==> src/rtl/merc16_pkg.sv <==
// ============================================================================
// merc16_pkg -- shared width, reset PC and fetch FSM encodings
// Revision: 1.0
// ============================================================================
`default_nettype none

package merc16_pkg;

    localparam int          WIDTH            = 16;
    localparam logic [15:0] RESET_PC_DEFAULT = 16'h0000;

    typedef enum logic [1:0] {
        ST_IDLE    = 2'd0,
        ST_FETCH   = 2'd1,
        ST_HOLD    = 2'd2,
        ST_DISCARD = 2'd3
    } fetch_state_t;

endpackage

`default_nettype wire

==> src/rtl/program_counter.sv <==
// ============================================================================
// program_counter -- PC register with load (priority) and wrapping increment
// Revision: 1.0
// ============================================================================
`default_nettype none

module program_counter
    import merc16_pkg::*;
#(
    parameter int               WIDTH    = merc16_pkg::WIDTH,
    parameter logic [WIDTH-1:0] RESET_PC = merc16_pkg::RESET_PC_DEFAULT
) (
    input  logic             clk,
    input  logic             rst_n,
    input  logic             load,
    input  logic [WIDTH-1:0] target,
    input  logic             inc,
    output logic [WIDTH-1:0] pc,
    output logic [WIDTH-1:0] pc_next
);

    // The increment wraps naturally through the fixed-width add.
    always_comb begin
        pc_next = pc;
        if (load) begin
            pc_next = target;
        end else if (inc) begin
            pc_next = pc + {{(WIDTH-1){1'b0}}, 1'b1};
        end
    end

    always_ff @(posedge clk or negedge rst_n) begin
        if (!rst_n) begin
            pc <= RESET_PC;
        end else begin
            pc <= pc_next;
        end
    end

endmodule

`default_nettype wire

==> src/rtl/instruction_fetch.sv <==
// ============================================================================
// instruction_fetch -- fetch FSM with instruction register and branch redirect
// Revision: 1.0
// ============================================================================
`default_nettype none

module instruction_fetch
    import merc16_pkg::*;
#(
    parameter int               WIDTH    = merc16_pkg::WIDTH,
    parameter logic [WIDTH-1:0] RESET_PC = merc16_pkg::RESET_PC_DEFAULT
) (
    input  logic             Clock,
    input  logic             Reset_n,
    output logic             MemReq,
    output logic [WIDTH-1:0] MemAddr,
    input  logic             MemAck,
    input  logic [WIDTH-1:0] MemData,
    input  logic             BranchTaken,
    input  logic [WIDTH-1:0] BranchTarget,
    output logic [WIDTH-1:0] InstrOut,
    output logic [WIDTH-1:0] PcOut,
    output logic             InstrValid,
    input  logic             DecodeReady
);

    fetch_state_t     state;
    fetch_state_t     state_next;
    logic             pc_load;
    logic             pc_inc;
    logic             capture;
    logic             clear_valid;
    logic [WIDTH-1:0] pc;
    logic [WIDTH-1:0] pc_next;

    program_counter #(
        .WIDTH    (WIDTH),
        .RESET_PC (RESET_PC)
    ) u_program_counter (
        .clk     (Clock),
        .rst_n   (Reset_n),
        .load    (pc_load),
        .target  (BranchTarget),
        .inc     (pc_inc),
        .pc      (pc),
        .pc_next (pc_next)
    );

    always_comb begin
        state_next  = state;
        pc_load     = 1'b0;
        pc_inc      = 1'b0;
        capture     = 1'b0;
        clear_valid = 1'b0;
        case (state)
            ST_IDLE: begin
                pc_load    = BranchTaken;
                state_next = ST_FETCH;
            end
            ST_FETCH: begin
                if (BranchTaken) begin
                    // An unacked request must still complete, so park in DISCARD.
                    pc_load    = 1'b1;
                    state_next = MemAck ? ST_FETCH : ST_DISCARD;
                end else if (MemAck) begin
                    capture    = 1'b1;
                    pc_inc     = 1'b1;
                    state_next = ST_HOLD;
                end
            end
            ST_HOLD: begin
                if (BranchTaken) begin
                    pc_load     = 1'b1;
                    clear_valid = 1'b1;
                    state_next  = ST_FETCH;
                end else if (DecodeReady) begin
                    clear_valid = 1'b1;
                    state_next  = ST_FETCH;
                end
            end
            ST_DISCARD: begin
                pc_load = BranchTaken;
                if (MemAck) begin
                    state_next = ST_FETCH;
                end
            end
            default: state_next = ST_IDLE;
        endcase
    end

    always_ff @(posedge Clock or negedge Reset_n) begin
        if (!Reset_n) begin
            state <= ST_IDLE;
        end else begin
            state <= state_next;
        end
    end

    // The request address follows the PC only when a new fetch begins,
    // so it stays on the old address while a discarded request drains.
    always_ff @(posedge Clock or negedge Reset_n) begin
        if (!Reset_n) begin
            MemAddr <= RESET_PC;
        end else if (state_next == ST_FETCH) begin
            MemAddr <= pc_next;
        end
    end

    always_ff @(posedge Clock or negedge Reset_n) begin
        if (!Reset_n) begin
            InstrOut   <= '0;
            PcOut      <= '0;
            InstrValid <= 1'b0;
        end else if (capture) begin
            InstrOut   <= MemData;
            PcOut      <= pc;
            InstrValid <= 1'b1;
        end else if (clear_valid) begin
            InstrValid <= 1'b0;
        end
    end

    assign MemReq = (state == ST_FETCH) || (state == ST_DISCARD);

endmodule

`default_nettype wire

==> config.mk <==
export PLATFORM = sky130hd
export DESIGN_NAME = instruction_fetch
export DESIGN_NICKNAME = d
export VERILOG_FILES = /design/src/rtl/merc16_pkg.sv /design/src/rtl/program_counter.sv /design/src/rtl/instruction_fetch.sv
export SDC_FILE = /design/constraint.sdc
export NUM_CORES = 1
export LEC_CHECK = 0
export CORE_ASPECT_RATIO = 1.25
export CORE_MARGIN = 2
export CORE_UTILIZATION = 47
export DETAILED_ROUTE_END_ITERATION = 10
export PLACE_DENSITY = 0.8
export SYNTH_ARGS = -nofsm -noshare
export SYNTH_HDL_FRONTEND = slang
export SYNTH_SLANG_ARGS = --single-unit
==> constraint.sdc <==
create_clock -name Clock -period 2.2 [get_ports Clock]
set_input_delay 0.33 -clock Clock [delete_from_list [all_inputs] [get_ports Clock]]
set_output_delay 0.33 -clock Clock [all_outputs]
set_load 0.02 [all_outputs]
# Word level (Yosys, flattened, before mapping)

Index checks and enable logic that the tools add are counted.

Word-level logic and storage cells: 35
Input port bits: 37
Register bits after elaboration: 67

Add/sub/neg operators: 1
Reduce and logical (&&, ||, !) cells: 5
Muxes and demuxes: 19
Eq/ne operators: 4

Operator list:

| kind                                           | count |
|---|---|
| two-way mux 16 bit                             | 2 |
| adder 16 x 1 -> 16 bit (second input constant) | 1 |
| two-way mux 2 bit                              | 6 |
| two-way mux 1 bit                              | 9 |
| case mux 2 bit (4 select lines)                | 1 |
| == test 2 x 1 -> 1 bit (second input constant) | 2 |
| == test 2 bit (second input constant)          | 2 |
| OR reduction 2 bit                             | 2 |
| logical NOT 2 bit                              | 1 |
| case mux 1 bit (2 select lines)                | 1 |
| nonzero test 2 bit                             | 1 |
| logical OR 1 bit                               | 1 |

# Longest topological paths before layout

Depth in word-level cells: 5
Mapped depth: 8
Gate-level depth less buffers: 6

# By module

Synthesis repeated with hierarchy kept, for this count alone.

Cells, all modules: 215
Area, all modules: 2914.0 um2

By module, submodules not included:

| module            | area an instance (um2) | times used | cells an instance |
|---|---|---|---|
| instruction_fetch | 1984.4                 | 1          | 117 |
| program_counter   | 929.6                  | 1          | 98 |

# Least setup slack after synthesis

OpenSTA, ideal clock, no wires.

Path kind: input-to-reg
Start: input BranchTaken
End: register u_program_counter.pc[15]
Cell stages on the path: 7
Path slack: 266 ps
Setup time: 125 ps
Arrival time: 1810 ps
Cells stage by stage: buf_6 > nand4bb_1 > buf_2 > or4_4 > nor3_2 > xnor2_1 > mux2_2

Longest elaborated chain between the ends: 4
Elaborated cells on any way between the ends: 6
Classes of those cells: mux: 6

Ends and longest elaborated chain:

| item                   | RTL line                | source |
|---|---|---|
| start: declaration     | instruction_fetch.sv:19 | `input logic BranchTaken,` |
| two-way mux 1 bit      | instruction_fetch.sv:61 | `if (BranchTaken) begin` |
| two-way mux 1 bit      | instruction_fetch.sv:55 | `case (state)` |
| two-way mux 16 bit     | program_counter.sv:27   | `end else if (inc) begin` |
| two-way mux 16 bit (*) | program_counter.sv:25   | `if (load) begin` |
| net pc_next[15]        | instruction_fetch.sv:34 | `logic [WIDTH-1:0] pc_next;` |
| end signal: assignment | program_counter.sv:36   | `pc <= pc_next;` |
| end: declaration       | program_counter.sv:18   | `output logic [WIDTH-1:0] pc,` |

Mark *: on every way through the listed nets, which the timed path passes. The rest lies on a longest branch.
A chain may end at the register's enable or synchronous reset.

# Worst setup path in the final report

Start: input BranchTaken
End: register MemAddr[9]

Longest elaborated chain between the ends: 4
Elaborated cells on any way between the ends: 10
Classes of those cells: eq/ne: 1; mux: 9

Ends and longest elaborated chain:

| item                   | RTL line                 | source |
|---|---|---|
| two-way mux 1 bit      | instruction_fetch.sv:61  |  |
| two-way mux 1 bit      | instruction_fetch.sv:55  |  |
| two-way mux 16 bit     | program_counter.sv:27    |  |
| two-way mux 16 bit (*) | program_counter.sv:25    |  |
| net pc_next[9]         | instruction_fetch.sv:34  |  |
| end signal: assignment | instruction_fetch.sv:105 | `MemAddr <= pc_next;` |
| end: declaration       | instruction_fetch.sv:16  | `output logic [WIDTH-1:0] MemAddr,` |

Marked as above.

==> impl_metrics.json <==
{
  "status": "completed",
  "place_hpwl_mm": 4.89,
  "fmax_mhz": 493,
  "grt_usage_pct": 21.8,
  "final_cell_mix": "108 x nand2_1, 85 x clkdlybuf4s50_1, 67 x dfrtp_1",
  "initial_core_util_pct": 49.0,
  "drv_slew": 0,
  "synth_xor_area_share_pct": 4.58,
  "holdBufCountCts": 0,
  "syn_area_mm2": 0.00287,
  "yosysWarnings": 0,
  "cts_setup_buffers": 0,
  "ys_seq_area_share_pct": 58.5,
  "cp.buffers_inverters": 2,
  "grt_pass1_vias": 2263,
  "cts_made_buffers": 9,
  "rows": 31,
  "antenna_found_initial": 0,
  "synth_compound_area_share_pct": 4.06,
  "fp.dieW_um": 73.9,
  "ant_nets": 0,
  "dr.first_iter.drc_count": 158,
  "finalCritPeriodShare_pct": 92.1,
  "path_delay_family": "simple AND/OR/NAND/NOR gates",
  "final_common_cell": "nand2_1",
  "die_h_um": 91.3,
  "synth_simple_gate_area_share_pct": 21.9,
  "critPathCaptureType": "register",
  "gr-usage-met3_pct": 3.00,
  "clockBufferDepth": 2,
  "tightest_slew_ns": 0.733,
  "critical_path_required_ns": 2.42,
  "die_area_mm2": 0.00675,
  "synth_edf_count": 0,
  "synth_top_family_by_area": "simple AND/OR/NAND/NOR gates",
  "slowest_delay_ns": 0.42,
  "cts.sinks": 67,
  "syn_inst": 285,
  "rsz0062_at_grt": "false",
  "clk_pin_slew_ns": 0.07,
  "core_area_mm2": 0.00586,
  "final_nets": 425,
  "skew_ns": 0.00857,
  "layout-drive-gt1-share_pct": 15.1,
  "drtPass1Iterations": 4,
  "ioPinCount": 87,
  "grt.overflow.total": 0,
  "synth_mux_area_share_pct": 7.46,
  "worst_path_max_delay_cell": "clkdlybuf4s50_1",
  "tns_ns": 0,
  "cts_htree_levels": 3,
  "grt_start_max_net_pins": 36,
  "grt_pass1_wl_mm": 11.1,
  "avgSynthCellArea_um2": 10.1,
  "post_cts_resized": 0,
  "cp_max_fo": 8,
  "diodes": 0,
  "finalSetupViolCount": 0,
  "synth_fa_ha_area_share_pct": 0.436,
  "synth-async-reset-ratio_pct": 100,
  "finalHoldViolCount": 0,
  "maxCapViolCount": 0,
  "wl_per_cell_um": 14.0,
  "place_area_mm2": 0.00397,
  "post-route-min-period_ns": 2.03,
  "clkLatencyLatePin_ns": 0.34,
  "synthesis.nets": 323,
  "hold_class": "primary input to async pin",
  "worstSetupPathType": "primary input to register",
  "nFillCells": 428,
  "drc": 0,
  "gp_congestion": 0.865,
  "crit_top_cell": "mux2_2",
  "wl_mm": 6.63,
  "grt_most_used_layer": "met2",
  "ys_types": 29,
  "critPathLaunchType": "primary input",
  "cp_data_arrival_time_ns": 2.25,
  "num_vias": 2373,
  "ys_ff_latch": 67,
  "ys.flop_type": "dfrtp_1",
  "root_buffer": "clkbuf_8",
  "relSlewSlack_pct": 51.1,
  "area_growth_pct": 44.0,
  "numPortBuffers": 86,
  "p_leak_uw": 0.00185,
  "ir_worst_vdd_mv": 0.668,
  "met1_usage_pct": 28.8,
  "power_density_mw_per_mm2": 921,
  "cts_tree": "done",
  "final_area_mm2": 0.00413,
  "worstPathCellList": "clkdlybuf4s50_1 > nand4bb_2 > buf_4 > nor4_1 > xor2_1 > mux2_2 > mux2_2",
  "use_met2_pct": 33.9,
  "viasPerCell": 5.02
}
logic make-up after synthesis:
group / after synthesis
compound gates: 19
fa+ha+maj: 1
xor+xnor: 15
buf+inv: 21
mux: 19
simple gates: 143
flops: 67
stage by stage:
step	hold WS, ns	util (%)	total power [µW]	setup WS, ns	cells
6_report	0.0501	70.5	3800	0.173	473
5_1_grt	0.113	70.5	4010	0.0145	473
4_1_cts	0.0704	70.5	3840	0.183	473
3_5_place_dp	0.435	67.8	2980	-0.184	458
3_3_place_gp	0.432	67.8	2950	-0.135	458
2_1_floorplan	0.0344	-	2270	0.266	285
path summary, 6_finish.rpt:
path | startpoint | end | slack, ns | cells after the start
setup / recovery | BranchTaken | MemAddr[9] | 0.17 | 7
hold / removal | Reset_n | MemAddr[5] | 0.05 | 1
setup reg to reg | state[1] | MemAddr[9] | 0.24 | 6
hold reg to reg | PcOut[11] | PcOut[11] | 0.47 | 2
max in group asynchronous | Reset_n | PcOut[12] | 1.52 | 2
min in group Clock | PcOut[11] | PcOut[11] | 0.47 | 2
sequential cells by signal, summed over array words and instances, names as in the netlist:
register,flops
InstrOut,16
MemAddr,16
PcOut,16
u_program_counter.pc,16
state,2
InstrValid,1
layout make-up:
cell class	instances	area [µm²]	area share (%)
Clock buffer	12	145	3.51
Clock inverter	3	15.0	0.364
Inverter	5	18.8	0.454
Multi-Input combinational cell	197	1120	27.1
Sequential cell	67	1680	40.6
Tap cell	82	103	2.48
Timing Repair Buffer	107	1050	25.4
cells in the mapped netlist (2+ instances only):
cell type	instances	area (µm²)
buf_2	3	15.0
buf_1	2	7.51
nor3_2	2	20.0
nor2_1	4	15.0
clkbuf_1	10	37.5
nor3_1	4	20.0
nor4_1	5	31.3
inv_1	5	18.8
xnor2_1	9	78.8
nand2_1	108	405
o21ai_0	13	65.1
nand3_1	8	40.0
mux2_2	19	214
xor2_1	6	52.6
o311ai_0	3	26.3
dfrtp_1	67	1680
nand4_1	5	31.3
power by group:
group / switching [µW] / internal (µW) / total (µW)
clock: 422 / 428 / 850
combinational: 639 / 654 / 1290
sequential: 168 / 1490 / 1660
worst reg2reg max path: cells and delay by family, from the launching register on:
kind	cells	cell delay [ns]
xor gates and xnor gates	1	0.11
buffers and inverters	1	0.20
DFF	1	0.38
muxes	2	0.54
and+or+nand+nor	2	0.61
per-layer routing:
metal,part of all wire (%),vias up
met4,3.4,0
li1,-,1151
met2,50,70
met3,4.2,20
met5,0,-
met1,42,1132
Power figures use the tool's default switching activity.
